$ cat src/rtl/cmd_sender_pkg.sv
// cmd_sender_pkg: shared state encoding and frame constants for the command sender
package cmd_sender_pkg;
  typedef enum logic [1:0] {IDLE, HIGH, LOW} snd_state_t;
  localparam int FRAME_BITS = 10;
  localparam int BAUD_DIV_9600_50M = 5208;
endpackage

$ cat src/rtl/cmd_sender_if.sv
// cmd_sender_if: command request/response bundle between a host and cmd_sender
interface cmd_sender_if;
  logic [15:0] cmd;
  logic snd_cmd;
  logic TX;
  logic busy;
  logic cmd_snt;
  modport master (output cmd, snd_cmd, input TX, busy, cmd_snt);
  modport slave (input cmd, snd_cmd, output TX, busy, cmd_snt);
endinterface

$ cat src/rtl/uart_tx_byte.sv
// uart_tx_byte: 8N1 byte serializer with registered TX; a load during tx_done chains frames gaplessly
module uart_tx_byte
  import cmd_sender_pkg::*;
#(
  parameter int BAUD_DIV = BAUD_DIV_9600_50M,
  parameter int CNT_W = 13
) (
  input  logic       clk,
  input  logic       rst_n,
  input  logic       trmt,
  input  logic [7:0] tx_data,
  output logic       TX,
  output logic       tx_busy,
  output logic       tx_done
);
  logic busy_q, busy_d;
  logic [CNT_W-1:0] baud_q, baud_d;
  logic [3:0] bit_q, bit_d;
  logic [8:0] shift_q, shift_d;
  logic tx_q, tx_d;
  logic wrap;
  assign wrap = busy_q && baud_q == CNT_W'(BAUD_DIV - 1);
  assign tx_done = wrap && bit_q == 4'(FRAME_BITS - 1);
  assign TX = tx_q;
  assign tx_busy = busy_q;
  always_comb begin
    busy_d = trmt | (busy_q & ~tx_done);
    baud_d = (trmt | wrap | ~busy_q) ? '0 : baud_q + 1'b1;
    bit_d = (trmt | tx_done | ~busy_q) ? '0 : wrap ? bit_q + 1'b1 : bit_q;
    shift_d = trmt ? {1'b1, tx_data} : wrap ? {1'b1, shift_q[8:1]} : shift_q;
    tx_d = trmt ? 1'b0 : tx_done ? 1'b1 : wrap ? shift_q[0] : tx_q;
  end
  always_ff @(posedge clk or negedge rst_n)
    if (!rst_n) begin
      busy_q <= 1'b0;
      baud_q <= '0;
      bit_q <= '0;
      shift_q <= '0;
      tx_q <= 1'b1;
    end else begin
      busy_q <= busy_d;
      baud_q <= baud_d;
      bit_q <= bit_d;
      shift_q <= shift_d;
      tx_q <= tx_d;
    end
endmodule

$ cat src/rtl/cmd_sender.sv
// cmd_sender: sends a 16-bit command as two back-to-back 8N1 bytes, high byte first
module cmd_sender
  import cmd_sender_pkg::*;
#(
  parameter int BAUD_DIV = BAUD_DIV_9600_50M,
  parameter int CNT_W = 13
) (
  input logic clk,
  input logic rst_n,
  cmd_sender_if.slave bus
);
  snd_state_t state_q, state_d;
  logic [7:0] lo_q, lo_d;
  logic snt_q, snt_d;
  logic accept, trmt, tx_done, tx_busy;
  logic [7:0] tx_data;
  assign accept = bus.snd_cmd && state_q == IDLE && !tx_busy;
  assign trmt = accept | (state_q == HIGH && tx_done);
  assign tx_data = accept ? bus.cmd[15:8] : lo_q;
  assign bus.busy = state_q != IDLE;
  assign bus.cmd_snt = snt_q;
  always_comb begin
    state_d = state_q == IDLE ? (accept ? HIGH : IDLE) :
              state_q == HIGH ? (tx_done ? LOW : HIGH) :
              state_q == LOW  ? (tx_done ? IDLE : LOW) : IDLE;
    lo_d = accept ? bus.cmd[7:0] : lo_q;
    snt_d = accept ? 1'b0 : (state_q == LOW && tx_done) ? 1'b1 : snt_q;
  end
  always_ff @(posedge clk or negedge rst_n)
    if (!rst_n) begin
      state_q <= IDLE;
      lo_q <= '0;
      snt_q <= 1'b0;
    end else begin
      state_q <= state_d;
      lo_q <= lo_d;
      snt_q <= snt_d;
    end
  uart_tx_byte #(.BAUD_DIV(BAUD_DIV), .CNT_W(CNT_W)) u_tx (
    .clk(clk),
    .rst_n(rst_n),
    .trmt(trmt),
    .tx_data(tx_data),
    .TX(bus.TX),
    .tx_busy(tx_busy),
    .tx_done(tx_done)
  );
endmodule

$ cat src/flat_wrapper.sv
// flat-port wrapper written by rule: the top's interface ports become plain ports
module cmd_sender_flat import cmd_sender_pkg::*;
#(
  parameter int BAUD_DIV = BAUD_DIV_9600_50M,
  parameter int CNT_W = 13
)
  (clk, rst_n, bus_cmd, bus_snd_cmd, bus_TX, bus_busy, bus_cmd_snt);
  cmd_sender_if bus_i ();
  input logic clk;
  input logic rst_n;
  input wire logic [$bits(bus_i.cmd)-1:0] bus_cmd;
  input wire logic [$bits(bus_i.snd_cmd)-1:0] bus_snd_cmd;
  output wire logic [$bits(bus_i.TX)-1:0] bus_TX;
  output wire logic [$bits(bus_i.busy)-1:0] bus_busy;
  output wire logic [$bits(bus_i.cmd_snt)-1:0] bus_cmd_snt;
  assign bus_i.cmd = bus_cmd;
  assign bus_i.snd_cmd = bus_snd_cmd;
  assign bus_TX = bus_i.TX;
  assign bus_busy = bus_i.busy;
  assign bus_cmd_snt = bus_i.cmd_snt;
  cmd_sender #(.BAUD_DIV(BAUD_DIV), .CNT_W(CNT_W)) u_core (.clk(clk), .rst_n(rst_n), .bus(bus_i));
endmodule
$ cat config.mk
export PLATFORM = sky130hd
export DESIGN_NAME = cmd_sender_flat
export DESIGN_NICKNAME = d
export VERILOG_FILES = /design/src/rtl/cmd_sender_pkg.sv /design/src/rtl/cmd_sender_if.sv /design/src/rtl/uart_tx_byte.sv /design/src/rtl/cmd_sender.sv /design/src/flat_wrapper.sv
export SDC_FILE = /design/constraint.sdc
export NUM_CORES = 1
export LEC_CHECK = 0
export ABC_CLOCK_PERIOD_IN_PS = 5020
export CAP_MARGIN = 20
export CORE_MARGIN = 1.5
export CORE_UTILIZATION = 45
export DETAILED_ROUTE_END_ITERATION = 8
export GPL_TIMING_DRIVEN = 0
export PLACE_DENSITY = 0.64
export REMOVE_ABC_BUFFERS = 1
export SLEW_MARGIN = 40
export SYNTH_ARGS = -nofsm -noshare
export SYNTH_HDL_FRONTEND = slang
export SYNTH_SLANG_ARGS = --single-unit
export TNS_END_PERCENT = 10
$ cat constraint.sdc
create_clock -name clk -period 5.02 [get_ports clk]
set_clock_uncertainty 0.05 [all_clocks]
set_input_delay 1.255 -clock clk [delete_from_list [all_inputs] [get_ports clk]]
set_output_delay 1.255 -clock clk [all_outputs]
set_load 0.01 [all_outputs]
Word-level counts from Yosys, hierarchy flattened
Index checks and enable logic that the tools add are counted.
{"block": "word_totals", "in_bits": 19, "out_inout_bits": 3, "register_bits": 39, "latch_bits": 0, "rom_bits": 0, "wordCells": 53, "mem_count": 0, "ram_bits": 0}
{"block": "classes", "mul": 0, "mux": 17, "addsub": 2, "order_cmp": 0, "n_reduce_logical": 13, "eq_ne": 4, "n_shift": 0, "n_div": 0, "n_bitwise": 9}
{"operator": "2-to-1 mux 9 bit", "count": 2}
{"operator": "adder 13 x 1 -> 13 bit, second input constant", "count": 1}
{"operator": "== test 13 bit, second input constant", "count": 1}
{"operator": "2-to-1 mux 13 bit", "count": 1}
{"operator": "2-to-1 mux 2 bit", "count": 5}
{"operator": "2-to-1 mux 4 bit", "count": 2}
{"operator": "2-to-1 mux 8 bit", "count": 1}
{"operator": "nonzero test 2 bit", "count": 4}
{"operator": "logical AND 1 bit", "count": 6}
{"operator": "2-to-1 mux 1 bit", "count": 6}
{"operator": "bitwise OR 1 bit", "count": 6}
{"operator": "adder 4 x 1 -> 4 bit, second input constant", "count": 1}
{"operator": "== test 4 bit, second input constant", "count": 1}
{"operator": "nonzero test 3 bit", "count": 1}
{"operator": "== test 2 x 1 -> 1 bit, second input constant", "count": 1}
{"operator": "== test 2 bit, second input constant", "count": 1}
{"operator": "logical NOT 2 bit", "count": 1}
{"operator": "inverter 1 bit", "count": 2}
{"operator": "bitwise AND 1 bit", "count": 1}
{"operator": "logical NOT 1 bit", "count": 1}

Logic depth before layout (Yosys ltp)
Gate-level depths: netlist (run 1).
{"block": "depth", "word_depth": 8, "ltp_mapped": 7, "ltp_nobuf": 6}

Hierarchy
From an unflattened synthesis (run 1), not the netlist that was laid out.
{"block": "unflattened", "hier_cells": 177, "hier_area_um2": 1948.1}
{"module": "uart_tx_byte", "seq_area_each_um2": 701.9, "area_per_inst_um2": 1380.1, "instances": 1, "cells_per_inst": 137}
{"module": "cmd_sender", "seq_area_each_um2": 275.3, "area_per_inst_um2": 568.0, "instances": 1, "cells_per_inst": 40}

Worst setup path after synthesis (run 1)
OpenSTA, ideal clock, no wires.
{"block": "synth_path", "path_kind": "input to register", "start": "input bus_snd_cmd", "end": "register u_core.lo_q[0]", "path_stages": 3, "setup_ps": 125, "path_buffers": 1, "arrival_ps": 2035, "required_time_ps": 4845, "slack_ps": 2810, "cell_sequence": "nor4b_2 buf_2 mux2_2"}
{"block": "synth_between", "elab_chain_len": 2}
{"element": "from (decl)", "line": "flat_wrapper.sv:12", "text": "input wire logic [$bits(bus_i.snd_cmd)-1:0] bus_snd_cmd;"}
{"element": "logical AND 1 bit (2 in series)", "line": "cmd_sender.sv:17", "text": "assign accept = bus.snd_cmd && state_q == IDLE && !tx_busy;"}
{"element": "to (signal assigned)", "line": "cmd_sender.sv:36", "text": "lo_q <= lo_d;"}
{"element": "to (decl)", "line": "cmd_sender.sv:13", "text": "logic [7:0] lo_q, lo_d;"}
Every way passes these cells.
A chain may end at the register's enable or synchronous reset.

Worst setup path after layout (run 1)
{"block": "layout_path", "start": "input bus_snd_cmd", "end": "register u_core.u_tx.shift_q[7]"}
{"block": "layout_between", "elab_chain_len": 4, "word_cells_on_any_way": 6, "cone_classes": "mux: 2; bitwise: 1; reduce/logical: 3"}
{"element": "logical AND 1 bit * (2 in series)", "line": "cmd_sender.sv:17"}
{"element": "2-to-1 mux 8 bit or bitwise OR 1 bit (tied branches)", "line": "cmd_sender.sv:19, cmd_sender.sv:18"}
{"element": "2-to-1 mux 9 bit or nonzero test 2 bit (tied branches)"}
{"element": "to (signal assigned)", "line": "uart_tx_byte.sv:44", "text": "shift_q <= shift_d;"}
{"element": "to (decl)", "line": "uart_tx_byte.sv:19", "text": "logic [8:0] shift_q, shift_d;"}
Mark *: on every way between the ends. The rest lies on a longest branch, timed or not.

==> results of run 1 <==
## cell families (layout without fill, tap and decap cells)
group	after synthesis	in the layout
AND/OR/NAND/NOR	66	66
flip-flops	39	39
AO/OA/AOI/OAI	30	30
multiplexers	17	17
buffers and inverters	15	38
XOR/XNOR	11	11
adder cells (fa/ha/maj)	3	3
## state kept, by name (all words and copies together), names as in the netlist
register,cells
u_core.bus.cmd_snt,1
u_core.lo_q,8
u_core.state_q,2
u_core.u_tx.TX,1
u_core.u_tx.baud_q,13
u_core.u_tx.bit_q,4
u_core.u_tx.shift_q,9
u_core.u_tx.tx_busy,1
## Yosys cell counts (3+ instances only)
master     n
ha_1       3
o211ai_1  17
o21ai_0    5
mux2i_1    9
mux2_2     8
nor4_1     3
xnor2_1    8
nand4_1    3
nand2_1   15
a21oi_1    3
nor2_1    19
dfrtp_1   38
nand3_1    5
inv_1      7
buf_2      5
xor2_1     3
## how the worst max path moves through the flow
stage / slack, ns / to
after floorplan: 1.77 / u_core.u_tx.shift_q[0]
after global placement: 0.54 / u_core.u_tx.shift_q[5]
after detailed placement: 1.70 / u_core.u_tx.shift_q[7]
after CTS: 2.02 / u_core.u_tx.shift_q[5]
after global routing: 1.86 / u_core.u_tx.shift_q[4]
final: 2.03 / u_core.u_tx.shift_q[7]
## area by class of cell
cell class / instances / area (um2) / share of cell area, %
inverters: 8 / 30.0 / 1.30
clock inverters: 2 / 60.1 / 2.59
multi-input cells: 127 / 897 / 38.7
repair buffers: 22 / 219 / 9.44
clock buffers: 6 / 72.6 / 3.13
flip-flops and latches: 39 / 977 / 42.1
well taps: 50 / 62.6 / 2.70
## metrics by stage
step	worst slack [ns]	hold WS (ns)	instances	util (%)	instance area [um2]
floorplan	1.77	0.393	174	-	1890
global placement	0.538	0.407	245	53.3	2160
detailed placement	1.70	0.416	246	53.8	2180
CTS	2.02	0.435	254	57.0	2310
global route	1.86	0.468	254	57.1	2320
finish	2.03	0.430	254	57.1	2320
## layer usage
| metal | vias to the layer above | global-route usage, % | share of wire (%) |
|---|---|---|---|
| li1 | 691 | - | - |
| met5 | - | 0 | 0 |
| met2 | 24 | 30.3 | 48 |
| met1 | 720 | 24.1 | 48 |
| met3 | 5 | 5.59 | 3.1 |
| met4 | 0 | 6.75 | 1.3 |
## power by group
group	internal, uW	switching [uW]
registers	318	1.88
clock network	199	115
logic	15.6	8.84
total	532	126
## tightest hold or removal path: cells and delay by family (launching register included)
| kind | cells | cell delay, ns |
|---|---|---|
| simple gates | 2 | 0.10 |
| flops | 1 | 0.35 |
==> qor.yml, run 1 <==
timing:
  finalSetupViolCount: 0
  finalSetupTns_ns: 0
  post-route-period-util_pct: 59.5
  slew_headroom_pct: 55.5
  hold_viol_final: 0
  rsz0062_at_grt: "no"
  min_period_ns: 2.99
  worst_pin_slew_ns: 0.665
  drv_slew: 0
  fmax_mhz: 335
grt:
  overflow: 0
  grt_pass1_vias: 1385
  grt_pass1_wl_um: 6390
  grt_max_degree: 40
  antenna_found_initial: 0
  grt_usage_pct: 18.9
logic_synthesis:
  yosys.area_share.simple_pct: 18.8
  synthAdderAreaFrac_pct: 1.95
  synth-xor-area-share_pct: 5.01
  synth_area_leaders: "dfrtp_1 (49%), o211ai_1 (6.6%), mux2i_1 (4.7%)"
  synth-edff-count: 0
  yosys.area.top_type: "dfrtp_1"
  synth.avg_cell_area_um2: 10.6
  netlist.area_leader.share_pct: 49.4
  synth_top_family_by_area: "simple AND/OR/NAND/NOR gates"
  synth_mux_area_share_pct: 9.36
  synthCells: 181
  syn_area_um2: 1920
  ys_seq_area_share_pct: 50.8
  ys.flop_type: "dfrtp_1"
  ys_warn_count: 0
  synth_compound_area_share_pct: 10.9
  synth-seq-cells: 39
  synth_cell_type_count: 39
  async_reset_ff_share_pct: 100
worst_hold_path:
  holdPathEnd: "u_core.u_tx.shift_q[8]"
  min_from: "u_core.u_tx.shift_q[8]"
  min_path_type: "flip-flop to flip-flop"
  hold_path_depth: 2
final_layout:
  layout_commonest_cell: "dfrtp_1"
  final.fill_count: 339
  final_nets: 225
  diodes: 0
  synthToLayoutAreaGrowth_pct: 20.5
  layout_common_cells: "dfrtp_1 (38), clkdlybuf4s50_1 (20), nor2_1 (19)"
  drive_above_1_share_pct: 12.3
setup_path:
  reg2reg_depth: 4
  crit_top_cell: "o211ai_1"
  path_delay_family: "buffers and inverters"
  path_cells: "clkdlybuf4s50_1 -> nor4b_4 -> clkinv_1 -> o211ai_1 -> o211ai_1"
  critPathSlowestCell: "nor4b_4"
  r2r_setup_slack_ns: 2.81
  criticalPathCategory: "primary input to flip-flop"
  worstReg2RegEnd: "u_core.u_tx.shift_q[7]"
  slowest_delay_ns: 0.56
  cp_max_fo: 10
  cp_num_cells: 5
  crit_buf_inv: 2
  cp-startpoint: "bus_snd_cmd"
  crit_path_end_kind: "flip-flop"
  worstPathArrival_ns: 3.10
  crit_required_ns: 5.13
  start_kind: "primary input"
  r2r_start: "u_core.u_tx.tx_busy"
clock_tree:
  clk_latency_ns: 0.30
  cts_hold_buf: 0
  cts_resized: 0
  cts_root_buf: "clkbuf_8"
  clock_sinks: 39
  path_clk_slew_ns: 0.08
  cts_made_buffers: 5
  cts_buffer_depth: 2
  cts_tree: "done"
  htree_levels: 2
  post-cts-setup-buffers: 0
detailed_routing:
  drtAntennaViolNets: 0
  wl_per_cell_um: 15.3
  drt_pre_antenna_iters: 4
  wirelength_um: 3880
  drtIter0Drc: 83
  vias: 1440
  vias_per_cell: 5.67
  remaining_drc_errors: 0
power_and_ir_drop:
  power_density_nw_per_um2: 284
  p_leak_uw: 0.000960
  total_power_uw: 658
  ir_drop_uv: 182
floorplanning:
  start_util_pct: 47.4
  dieArea_um2: 4680
  rows: 23
  fp.coreArea_um2: 4060
  ios: 22
  fp.dieW_um: 68.4
  fp.dieH_um: 68.4
placement:
  hpwlAfterDp_um: 2670
  io_buffers: 21
  finalWeightedCongestion: 0.783
outcome:
  status: "finished, final reports clean"
job:
  maxCapViolCount: 0
Power figures use the tool's default switching activity.
==> inputs of run 2 (changes only) <==
--- a/config.mk
+++ b/config.mk
@@ -5,7 +5,7 @@
 export SDC_FILE = /design/constraint.sdc
 export NUM_CORES = 1
 export LEC_CHECK = 0
-export ABC_CLOCK_PERIOD_IN_PS = 5020
+export ABC_CLOCK_PERIOD_IN_PS = 3000
 export CAP_MARGIN = 20
 export CORE_MARGIN = 1.5
 export CORE_UTILIZATION = 45
==> constraint.sdc (replaced) <==
create_clock -name clk -period 3 [get_ports clk]
set_clock_uncertainty 0.05 [all_clocks]
set_input_delay 0.75 -clock clk [delete_from_list [all_inputs] [get_ports clk]]
set_output_delay 0.75 -clock clk [all_outputs]
set_load 0.01 [all_outputs]
==> results of run 2 <==
The final DEF is identical to that of run 1. Status: finished, final reports clean.
Main changes from that run: setup slack after placement 1.70 ns -> 0.185 ns; setup slack after layout 2.03 ns -> 0.516 ns; hold slack 0.430 ns -> 0.361 ns; register-to-register setup slack 2.81 ns -> 0.79 ns; total power 658 uW -> 1100 uW; worst IR drop on VDD 182 uV -> 304 uV
==> inputs of run 3 (changes only) <==
--- a/config.mk
+++ b/config.mk
@@ -5,7 +5,7 @@
 export SDC_FILE = /design/constraint.sdc
 export NUM_CORES = 1
 export LEC_CHECK = 0
-export ABC_CLOCK_PERIOD_IN_PS = 3000
+export ABC_CLOCK_PERIOD_IN_PS = 2500
 export CAP_MARGIN = 20
 export CORE_MARGIN = 1.5
 export CORE_UTILIZATION = 45
==> constraint.sdc (replaced) <==
create_clock -name clk -period 2.5 [get_ports clk]
set_clock_uncertainty 0.05 [all_clocks]
set_input_delay 0.625 -clock clk [delete_from_list [all_inputs] [get_ports clk]]
set_output_delay 0.625 -clock clk [all_outputs]
set_load 0.01 [all_outputs]
==> qor.yml, run 3 (synthesis gave the netlist of run 1 again) <==
detailed_routing:
  drtIter0Drc: 82  # was 83
  wirelength_um: 3880  # unchanged
  vias: 1437  # was 1440
  drt_pre_antenna_iters: 4  # unchanged
  vias_per_cell: 5.66  # was 5.67
  wl_per_cell_um: 15.3  # unchanged
  remaining_drc_errors: 0  # unchanged
  drtAntennaViolNets: 0  # unchanged
floorplanning:
  fp.dieH_um: 68.4  # unchanged
  ios: 22  # unchanged
  rows: 23  # unchanged
  dieArea_um2: 4680  # unchanged
  start_util_pct: 47.4  # unchanged
  fp.coreArea_um2: 4060  # unchanged
  fp.dieW_um: 68.4  # unchanged
timing:
  post-route-period-util_pct: 93.6
  worst_pin_slew_ns: 0.734  # was 0.665 ns
  drv_slew: 0  # unchanged
  slew_headroom_pct: 50.9  # was 55.5%
  finalSetupViolCount: 0  # unchanged
  hold_viol_final: 0  # unchanged
  rsz0062_at_grt: "no"  # unchanged
  min_period_ns: 2.34
  fmax_mhz: 428
  finalSetupTns_ns: 0  # unchanged
clock_tree:
  cts_tree: "done"  # unchanged
  cts_buffer_depth: 2  # unchanged
  clk_latency_ns: 0.30  # about the same
  clock_sinks: 39  # unchanged
  path_clk_slew_ns: 0.08  # about the same
  post-cts-setup-buffers: 0  # unchanged
  cts_made_buffers: 5  # unchanged
  cts_root_buf: "clkbuf_8"  # unchanged
  htree_levels: 2  # unchanged
final_layout:
  largest_reg_flops: 13  # unchanged
  diodes: 0  # unchanged
  layout_common_cells: "dfrtp_1 (38), clkdlybuf4s50_1 (20), nor2_1 (19)"  # unchanged
  multi_input_area_um2: 897  # unchanged
  layout_commonest_cell: "dfrtp_1"  # unchanged
  reg_top3: "u_core.u_tx.baud_q: 13 flops, u_core.u_tx.shift_q: 9 flops, u_core.lo_q: 8 flops"  # unchanged
  ff_latch_area_um2: 977  # unchanged
  fin_area_um2: 2320  # about the same
  synthToLayoutAreaGrowth_pct: 20.7  # was 20.5%
  top_register: "u_core.u_tx.baud_q"  # unchanged
  final_nets: 225  # unchanged
  final.fill_count: 338  # was 339
  finalNonFillerCells: 254  # unchanged
  drive_above_1_share_pct: 12.7  # was 12.3%
worst_hold_path:
  min_path_type: "primary input to async pin"  # unchanged
job:
  maxCapViolCount: 0  # unchanged
setup_path:
  worstPathArrival_ns: 2.45  # was 2.60 ns
  reg2reg_depth: 4  # unchanged
  criticalPathCategory: "primary input to flip-flop"  # unchanged
  r2r_start: "u_core.u_tx.tx_busy"  # unchanged
  crit_path_end_kind: "flip-flop"  # unchanged
  worstReg2RegEnd: "u_core.u_tx.shift_q[7]"  # unchanged
  start_kind: "primary input"  # unchanged
  r2r_setup_slack_ns: 0.31  # was 0.79 ns
  crit_required_ns: 2.61  # was 3.11 ns
  cp_max_fo: 10  # unchanged
grt:
  antenna_found_initial: 0  # unchanged
  grt_pass1_vias: 1385  # unchanged
  overflow: 0  # unchanged
  grt_pass1_wl_um: 6390  # unchanged
  grt_max_degree: 40  # unchanged
  grt_usage_pct: 18.9  # unchanged
placement:
  postPlaceCellArea_um2: 2180  # unchanged
  finalWeightedCongestion: 0.783  # unchanged
  hpwlAfterDp_um: 2670  # unchanged
  io_buffers: 21  # unchanged
  placedCellCount: 246  # unchanged
outcome:
  status: "finished, final reports clean"  # unchanged
power_and_ir_drop:
  p_leak_uw: 0.000960  # about the same
  power_density_nw_per_um2: 569  # was 475 nW/um2
  ir_drop_uv: 365  # was 304 uV
run 3: cell types whose count changed in the layout (fill, tap and decap cells not counted), sizes merged:
cell	previous run	this run
clkinv	1	0
clkinvlp	0	1
run 3: stage by stage:
| stage | total power (uW) | hold WS (ns) | util [%] | setup WS, ns |
|---|---|---|---|---|
| floorplan | 661 | 0.279 | - | -0.122 |
| global placement | 703 | 0.407 | 53.3 | -1.35 |
| detailed placement | 705 | 0.416 | 53.8 | -0.190 |
| CTS | 1330 | 0.253 | 57.0 | 0.129 |
| global route | 1360 | 0.276 | 57.2 | 0.00296 |
| finish | 1320 | 0.235 | 57.2 | 0.161 |
run 3: worst max path at each step:
| stage | start | end | slack [ns] | cells past startpoint |
|---|---|---|---|---|
| after floorplan | bus_snd_cmd | u_core.u_tx.shift_q[0] | -0.12 | 4 |
| after global placement | bus_snd_cmd | u_core.u_tx.shift_q[5] | -1.35 | 5 |
| after detailed placement | bus_snd_cmd | u_core.u_tx.shift_q[7] | -0.19 | 5 |
| after CTS | bus_snd_cmd | u_core.u_tx.shift_q[5] | 0.13 | 5 |
| after global routing | bus_snd_cmd | u_core.u_tx.shift_q[4] | 0.003 | 5 |
| final | bus_snd_cmd | u_core.u_tx.shift_q[7] | 0.16 | 5 |
run 3: what timing repair did:
action / CTS / global route
setup endpoints to repair: 0 / 6
hold endpoints to repair: 0 / 0
hold buffers: 0 / 0
gates resized for setup: 0 / 1
run 3: layout make-up:
| cell class | count | area share [%] |
|---|---|---|
| Sequential cell | 39 | 42.1 |
| Multi-Input combinational cell | 127 | 38.6 |
| Timing Repair Buffer | 22 | 9.43 |
| Clock buffer | 6 | 3.12 |
| Tap cell | 50 | 2.69 |
| Clock inverter | 2 | 2.59 |
| Inverter | 8 | 1.45 |
run 3: power by group:
group	internal, uW	leakage (uW)	switching (uW)
clock network	399	0.0000654	232
logic	31.4	0.000439	17.7
registers	638	0.000456	3.77
total	1070	0.000960	253
run 3: routing by layer:
layer / share of wire (%) / vias up / global-route usage (%)
met3: 3.0 / 5 / 5.59
met5: 0 / - / 0
met2: 48 / 24 / 30.3
met1: 48 / 716 / 24.1
met4: 1.3 / 0 / 6.75
li1: - / 692 / -
run 3: worst max-delay path, stage by stage:
cell and delay, ns:
clkdlybuf4s50_1 0.45, nor4b_4 0.61, clkinvlp_4 0.45, o211ai_1 0.18, o211ai_1 0.13
